### src/rtl/ps2_scan_tracker.sv
// ps2_scan_tracker
// ----------------
// Turns the stream of validated PS/2 scan-code bytes into complete key
// events. The E0 (extended), F0 (break) and E1 (pause) prefix sequences are
// folded into a single event {code, ext, break}, which is queued in a small
// show-ahead FIFO. An optional repeat filter drops typematic repeat makes.
//
// All sequential logic runs on the falling edge of clk_rx. reset is
// asynchronous and active low.
//
// Handshake: ev_valid is high whenever the FIFO holds at least one event, and
// ev_code/ev_ext/ev_break then describe the head event. The head is consumed
// on a falling edge where ev_valid && ev_ready. While ev_valid=1 and
// ev_ready=0, the ev_* outputs hold. When ev_valid=0, ev_ready has no effect.
//
// Ports:
//   clk_rx     in   system clock (negedge active)
//   reset      in   asynchronous active-low reset
//   Din        in   received scan-code byte
//   din_valid  in   one-cycle strobe, Din is a new byte
//   ev_ready   in   consumer accepts the head event
//   ovf_clr    in   clears overflow (a new overflow the same cycle wins)
//   ev_valid   out  FIFO non-empty
//   ev_code    out  head event key code (PAUSE_CODE for pause)
//   ev_ext     out  head event carried the E0 prefix
//   ev_break   out  head event is a release
//   bandera    out  break prefix pending (state BRK or EXT_BRK)
//   proto_err  out  one-cycle pulse after an illegal prefix byte
//   overflow   out  sticky, an event was dropped on a full FIFO
//   fill       out  FIFO occupancy
module ps2_scan_tracker #(
  parameter logic [7:0] BREAK_CODE    = 8'hF0,
  parameter logic [7:0] EXT_CODE      = 8'hE0,
  parameter logic [7:0] PAUSE_CODE    = 8'hE1,
  parameter int         PAUSE_LEN     = 8,
  parameter int         DEPTH         = 4,
  parameter bit         FILTER_REPEAT = 1'b0
) (
  input  logic                       clk_rx,
  input  logic                       reset,
  input  logic [7:0]                 Din,
  input  logic                       din_valid,
  input  logic                       ev_ready,
  input  logic                       ovf_clr,
  output logic                       ev_valid,
  output logic [7:0]                 ev_code,
  output logic                       ev_ext,
  output logic                       ev_break,
  output logic                       bandera,
  output logic                       proto_err,
  output logic                       overflow,
  output logic [$clog2(DEPTH):0]     fill
);

  localparam int AW = (DEPTH > 1) ? $clog2(DEPTH) : 1;
  localparam int FW = $clog2(DEPTH) + 1;
  localparam int CW = $clog2(PAUSE_LEN + 1);

  typedef enum logic [2:0] {
    S_IDLE    = 3'd0,
    S_EXT     = 3'd1,
    S_BRK     = 3'd2,
    S_EXT_BRK = 3'd3,
    S_PAUSE   = 3'd4
  } state_t;

  state_t        state, state_n;
  logic [CW-1:0] pause_cnt, pause_cnt_n;

  // Decoder outputs for the current byte.
  logic       dec_push;
  logic [7:0] dec_code;
  logic       dec_ext;
  logic       dec_brk;
  logic       err_n;

  logic is_prefix;
  logic is_ignored;

  // Byte classification.
  always_comb begin
    is_prefix  = (Din == BREAK_CODE) || (Din == EXT_CODE) || (Din == PAUSE_CODE);
    // Keyboard status/acknowledge bytes carry no key information in IDLE.
    is_ignored = Din inside {8'h00, 8'hAA, 8'hEE, 8'hFA, 8'hFE, 8'hFF};
  end

  // Next-state and decoded event.
  always_comb begin
    state_n     = state;
    pause_cnt_n = pause_cnt;
    dec_push    = 1'b0;
    dec_code    = Din;
    dec_ext     = 1'b0;
    dec_brk     = 1'b0;
    err_n       = 1'b0;

    if (din_valid) begin
      unique case (state)
        S_IDLE: begin
          if (Din == EXT_CODE) begin
            state_n = S_EXT;
          end else if (Din == BREAK_CODE) begin
            state_n = S_BRK;
          end else if (Din == PAUSE_CODE) begin
            state_n     = S_PAUSE;
            pause_cnt_n = CW'(1);
          end else if (!is_ignored) begin
            dec_push = 1'b1;
          end
        end

        S_EXT: begin
          if (Din == BREAK_CODE) begin
            state_n = S_EXT_BRK;
          end else if ((Din == EXT_CODE) || (Din == PAUSE_CODE)) begin
            err_n   = 1'b1;
            state_n = S_IDLE;
          end else begin
            dec_push = 1'b1;
            dec_ext  = 1'b1;
            state_n  = S_IDLE;
          end
        end

        S_BRK: begin
          state_n = S_IDLE;
          if (is_prefix) begin
            err_n = 1'b1;
          end else begin
            dec_push = 1'b1;
            dec_brk  = 1'b1;
          end
        end

        S_EXT_BRK: begin
          state_n = S_IDLE;
          if (is_prefix) begin
            err_n = 1'b1;
          end else begin
            dec_push = 1'b1;
            dec_ext  = 1'b1;
            dec_brk  = 1'b1;
          end
        end

        S_PAUSE: begin
          // Pause bytes are counted, not inspected.
          if (pause_cnt + CW'(1) == CW'(PAUSE_LEN)) begin
            dec_push    = 1'b1;
            dec_code    = PAUSE_CODE;
            pause_cnt_n = '0;
            state_n     = S_IDLE;
          end else begin
            pause_cnt_n = pause_cnt + CW'(1);
          end
        end

        default: begin
          state_n     = S_IDLE;
          pause_cnt_n = '0;
        end
      endcase
    end
  end

  // bandera is its own flop so consumers never see a decode glitch.
  always_ff @(negedge clk_rx or negedge reset) begin
    if (!reset) begin
      state     <= S_IDLE;
      pause_cnt <= '0;
      bandera   <= 1'b0;
      proto_err <= 1'b0;
    end else begin
      state     <= state_n;
      pause_cnt <= pause_cnt_n;
      bandera   <= (state_n == S_BRK) || (state_n == S_EXT_BRK);
      proto_err <= err_n;
    end
  end

  // Repeat filter. The register holds the last make that left the decoder
  // ({code, ext}); a release of that key re-arms it.
  logic       rep_valid;
  logic [7:0] rep_code;
  logic       rep_ext;
  logic       rep_hit;
  logic       ev_push;

  always_comb begin
    rep_hit = FILTER_REPEAT && rep_valid && (dec_code == rep_code) && (dec_ext == rep_ext);
    ev_push = dec_push && !(rep_hit && !dec_brk);
  end

  always_ff @(negedge clk_rx or negedge reset) begin
    if (!reset) begin
      rep_valid <= 1'b0;
      rep_code  <= '0;
      rep_ext   <= 1'b0;
    end else if (FILTER_REPEAT && dec_push) begin
      if (dec_brk) begin
        if (rep_hit) rep_valid <= 1'b0;
      end else begin
        rep_valid <= 1'b1;
        rep_code  <= dec_code;
        rep_ext   <= dec_ext;
      end
    end
  end

  // Event FIFO, entries packed as {code, ext, brk}.
  logic [9:0]    mem [DEPTH];
  logic [AW-1:0] wptr, rptr;
  logic [FW-1:0] cnt;
  logic          full;
  logic          pop;
  logic          wr;
  logic          drop;
  logic [9:0]    head;

  always_comb begin
    full = (cnt == FW'(DEPTH));
    pop  = (cnt != '0) && ev_ready;
    // A full FIFO still accepts when the head leaves on the same edge.
    wr   = ev_push && (!full || pop);
    drop = ev_push && full && !pop;
    head = mem[rptr];
  end

  always_ff @(negedge clk_rx or negedge reset) begin
    if (!reset) begin
      for (int i = 0; i < DEPTH; i++) mem[i] <= '0;
      wptr     <= '0;
      rptr     <= '0;
      cnt      <= '0;
      overflow <= 1'b0;
    end else begin
      if (wr) begin
        mem[wptr] <= {dec_code, dec_ext, dec_brk};
        wptr      <= wptr + AW'(1);
      end
      if (pop) rptr <= rptr + AW'(1);
      unique case ({wr, pop})
        2'b10:   cnt <= cnt + FW'(1);
        2'b01:   cnt <= cnt - FW'(1);
        default: cnt <= cnt;
      endcase
      if (drop)         overflow <= 1'b1;
      else if (ovf_clr) overflow <= 1'b0;
    end
  end

  assign ev_valid = (cnt != '0);
  assign ev_code  = ev_valid ? head[9:2] : 8'h00;
  assign ev_ext   = ev_valid & head[1];
  assign ev_break = ev_valid & head[0];
  assign fill     = cnt;

endmodule

### config.mk
export PLATFORM = sky130hd
export DESIGN_NAME = ps2_scan_tracker
export DESIGN_NICKNAME = d
export VERILOG_FILES = /design/src/rtl/ps2_scan_tracker.sv
export SDC_FILE = /design/constraint.sdc
export NUM_CORES = 1
export LEC_CHECK = 0
export ABC_AREA = 1
export CAP_MARGIN = 5
export CORE_UTILIZATION = 39
export CTS_BUF_LIST = sky130_fd_sc_hd__clkbuf_4
export CTS_CLUSTER_DIAMETER = 120
export DETAILED_ROUTE_END_ITERATION = 10
export PLACE_DENSITY_LB_ADDON = 0.25
export SLEW_MARGIN = 20
export SYNTH_ARGS = -nofsm -noshare
export SYNTH_HDL_FRONTEND = slang
export SYNTH_SLANG_ARGS = --single-unit
### constraint.sdc
create_clock -name clk_rx -period 3.34 [get_ports clk_rx]
set_input_delay 0.501 -clock clk_rx [delete_from_list [all_inputs] [get_ports clk_rx]]
set_output_delay 0.501 -clock clk_rx [all_outputs]
set_load 0.05 [all_outputs]
==> After elaboration in Yosys (flattened, before gate mapping) <==
Index checks and enable logic that the tools add are counted.
{ "word_totals": {"ff_bits": 57, "latchBits": 0, "ram_bits": 0, "rom_bits": 0, "inputBits": 13, "out_inout_bits": 17, "elab_cells": 111, "n_memories": 0} }
{ "classes": {"add_sub_neg": 5, "mul": 0, "div": 0, "n_lt_le_gt_ge": 3, "n_eq_ne": 21, "n_shift": 0, "n_mux": 44, "bitwise_logic": 5, "n_reduce_logical": 21} }
{ "ops": {"columns": ["operator", "count"], "rows": [
  ["$eq 8x8->1 const B", 8],
  ["$bwmux 40", 1],
  ["$mux 8", 4],
  ["$mux 10", 3],
  ["$bmux 10 s2", 1],
  ["$demux 10 s2", 1],
  ["$mux 1", 18],
  ["$mux 4", 4],
  ["$mux 3", 5],
  ["$eq 3x2->1 const B", 4],
  ["$pmux 4 s3", 1],
  ["$pmux 3 s3", 1],
  ["$logic_not 8->1", 1],
  ["$eq 3x3->1 const B", 2],
  ["$ge 3x3->1 const B", 2],
  ["$ne 2x2->1 const B", 3],
  ["$not 2->3", 2],
  ["$pmux 3 s2", 1],
  ["$reduce_bool 6->1", 1],
  ["$logic_and 1x1->1", 5],
  ["$logic_or 1x1->1", 5],
  ["$reduce_and 5->1", 1],
  ["$add 2x1->2 const B", 2],
  ["$add 4x1->4 const B", 1],
  ["18 further kinds", 22]
]} }

==> Depth between registers and ports, before layout <==
{ "logic_depth": {"word_depth": 11, "ltp_mapped": 18, "ltp_nobuf": 17} }

==> results_dict.tcl <==
set metrics [dict create \
    antenna_found_initial 0 \
    synth_cells 431 \
    p_int_mw 2.477 \
    critPathArrivalTime_ns 2.44 \
    p_leak_nw 2.323 \
    p_comb_frac 0.623 \
    design_area_um2 4926 \
    place_area_um2 4153 \
    dpl_worst_slack_ns -1.345 \
    cts_root_buf "clkbuf_4" \
    syn_avg_cell_area_um2 7.525 \
    setup_ws_ns -0.5311 \
    max-vdd-ir-drop_uv 743.6 \
    clock_power_share 0.123 \
    path_depth 19 \
    seqPwrFrac 0.254 \
    synth_area_leaders "dfrtn_1 (44%), nand2_1 (14%), nand4_1 (8.1%)" \
    numPortBuffers 29 \
    cp_max_fo 4 \
    fin_tns_setup_ns -12.45 \
    clkTransAtPathRegs_ns 0.07 \
    ioPinCount 30 \
    fin_worst_skew_ns 0.01483 \
    core_area_um2 7888 \
    yosysSeqAreaShare 0.4398 \
    slew_headroom 0.5857 \
    critPathMostFrequentCell "nor2_4" \
    crit_path_cell_trace "buf_8 -> buf_6 -> inv_12 -> nand2_8 -> nor2_4 -> nand2_1 -> nand2_1 -> nand2_2 -> nand2_2 -> nor2_4 -> nor2_4 -> nor2_4 -> nand2_4 -> ha_4 -> inv_4 -> fa_2 -> a21oi_2 -> o21ai_1 -> xor2_1" \
    area_growth_pct 51.89 \
    synth_nets 452 \
    grt_pass1_wl_um 15770 \
    slew_viol_final 0 \
    worstRegToRegCells 14 \
    fp.dieH_um 93.19 \
    grt_pass1_vias 3223 \
    cts_tree "yes" \
    grt_start_max_net_pins 58 \
    worstHoldPathType "flip-flop to flip-flop" \
    clockBufferDepth 2 \
    cp-startpoint "Din[4]" \
    drtIter0Drc 177 \
    insertion_delay_ns 0.39 \
    cts_buffers 9 \
    slowest_delay_ns 0.34 \
    holdWs_ns 0.4393 \
    drv_cap 0 \
    synth_seq_cells 57 \
    slowest_stage "fa_2" \
    drc 0 \
    viasPerCell 5.303 \
    nets 535 \
    vias 3288 \
    ant_nets 0 \
    die_area_um2 8684 \
    ys_warn_count 0 \
    cp-start-kind "input pin" \
    drive_gt1_frac 0.4556 \
    crit-reg2reg-launch "pause_cnt[0]$_DFFE_NN0P_" \
    endpoint_kind "flip-flop" \
    switching_power_mw 2.243 \
    grt_overflow_total 0 \
    crit_buf_inv 4 \
    synth_top_cell_by_area "dfrtn_1" \
    dr.pass1.iters 5 \
    num_antenna_cells 0 \
    rr_endpoint "fill[2]$_DFFE_NN0P_" \
    grt_usage 0.2348 \
    synthesis.area_um2 3243 \
    grt_setup_unrepaired "true" \
    status "finished, violations left" \
    finalHoldViolCount 0 \
    routed_wl_um 9816 \
    ys_types 31 \
    crit_end "fill[2]$_DFFE_NN0P_" \
    cp_top_family "simple AND/OR/NAND/NOR gates" \
    crit_type "input pin to flip-flop" \
    finalSetupViolCount 55 \
    place_hpwl_um 6237 \
    power_per_cell_area_nw_per_um2 958.2 \
    fillCellCount 656 \
    synth_top_area_share 0.4398 \
    violations "negative setup slack" \
    die_x_um 93.19 \
    place_congestion 0.8685 \
    routedWlPerCell_um 15.83 \
    sw_frac_of_total 0.4752 \
    rrSetupSlack_ns 0.79 \
    clock_sinks 57 \
    cp.required_ns 1.91 \
    tightest_slew_ns 0.6214 \
    ctsHtreeMaxLevel 3 \
    num_rows 32 \
    start_util 0.4112 \
]
[routing by layer]
metal,up-vias,wire length [um],track usage
li1,1586,-,-
met1,1583,4296,0.3020
met2,103,4919,0.3952
met3,16,433,0.04472
met4,0,166,0.07949
met5,-,0,0
[cell usage after synthesis]
cell,number
mux2_2,1
o21ai_1,1
o21ai_0,30
buf_1,2
nor2_2,3
nor2_1,67
a211oi_2,1
o22ai_1,1
o211ai_1,1
nand4_2,4
ha_1,7
nand4_1,42
nand3_1,10
dfrtn_1,57
fa_1,1
nand2_1,121
nor4_1,1
or2_2,2
nand2_2,3
a21oi_2,1
nor3_1,2
clkbuf_1,15
inv_1,29
buf_6,2
nor2_4,3
xnor2_1,1
a21oi_1,12
xor2_1,5
o2111ai_1,1
buf_2,3
inv_2,2
[flip-flops by register name, indices dropped and copies added, names as in the netlist, 2 cells and up, named ones only]
name,count
rptr,2
state,2
wptr,2
mem,40
pause_cnt,4
fill,3
[cell families (layout without fill, tap and decap cells)]
kind of cell / count (synthesis) / after routing / share of synthesized area
buffers and inverters: 53 / 140 / 0.06713
and+or+nand+nor: 258 / 258 / 0.3603
muxes: 1 / 1 / 0.003472
xor gates and xnor gates: 6 / 6 / 0.01620
adders and majority gates: 8 / 8 / 0.03318
DFF: 57 / 57 / 0.4398
AOI/OAI and AO/OA: 48 / 48 / 0.07986
[final cells by class]
| type | count | area (um^2) | area share |
|---|---|---|---|
| inverter | 31 | 138.9 | 0.02819 |
| clock inverter | 4 | 68.82 | 0.01397 |
| sequential | 57 | 1426 | 0.2896 |
| timing repair buffer | 94 | 935.9 | 0.1900 |
| multi-input combinational | 321 | 2146 | 0.4356 |
| tap | 102 | 127.6 | 0.02591 |
| clock buffer | 11 | 82.58 | 0.01676 |
[what timing repair did]
item / 4_1_cts / 5_1_grt
setup buffers: 41 / 7
gates cloned: 1 / 1
pin swaps: 24 / 21
hold buffers: 0 / 0
endpoints found under the setup margin: 64 / 58
gates resized for setup: 128 / 80
[power groups by stage]
| stage | Clock [mW] | Sequential (mW) | Combinational (mW) |
|---|---|---|---|
| final | 0.579 | 1.20 | 2.94 |
| after global routing | 0.613 | 1.23 | 3.16 |
| after CTS | 0.585 | 1.17 | 2.73 |
| after detailed placement | 0 | 1.14 | 2.43 |
| after global placement | 0 | 1.13 | 2.39 |
| after floorplan | 0 | 1.18 | 1.62 |
[worst min-delay path by stage]
stage,start,to,slack [ns],depth (start not counted)
2_1_floorplan,mem[0]$_DFFE_NN0P_,mem[0]$_DFFE_NN0P_,0.40,2
3_3_place_gp,mem[20]$_DFFE_NN0P_,mem[20]$_DFFE_NN0P_,0.41,2
3_5_place_dp,mem[20]$_DFFE_NN0P_,mem[20]$_DFFE_NN0P_,0.41,2
4_1_cts,mem[9]$_DFFE_NN0P_,mem[9]$_DFFE_NN0P_,0.43,2
5_1_grt,mem[32]$_DFFE_NN0P_,mem[32]$_DFFE_NN0P_,0.47,2
6_report,mem[0]$_DFFE_NN0P_,mem[0]$_DFFE_NN0P_,0.44,2
[worst register-to-register path: cells and delay by family (launching register included)]
| kind | cells | cell delay, ns |
|---|---|---|
| flip-flops | 1 | 0.48 |
| AO/OA/AOI/OAI | 2 | 0.23 |
| buffers and inverters | 1 | 0.03 |
| adder cells (fa/ha/maj) | 3 | 0.67 |
| AND/OR/NAND/NOR | 6 | 0.67 |
| XOR/XNOR | 2 | 0.33 |
[stage by stage]
stage	util	total power, mW	cells
CTS	0.5877	4.488	616
detailed placement	0.5265	3.574	588
global route	0.6245	4.999	620
finish	0.6245	4.720	620
floorplan	-	2.802	431
global placement	0.5265	3.527	588
[cells in the final DEF (no fill, tap or decap), drive strengths merged, types with 2 or more instances in the layout]
cell and n:
nand2 124, xor2 5, nand4 46, clkdlybuf4s50 3, ha 7, clkinv 2, nor2 73, buf 91
dfrtn 57, or2 2, nor3 2, a21oi 13, inv 31, bufinv 2, nand3 10, clkbuf 11
o21ai 31
Note: power is estimated with default switching activity, not from simulation.
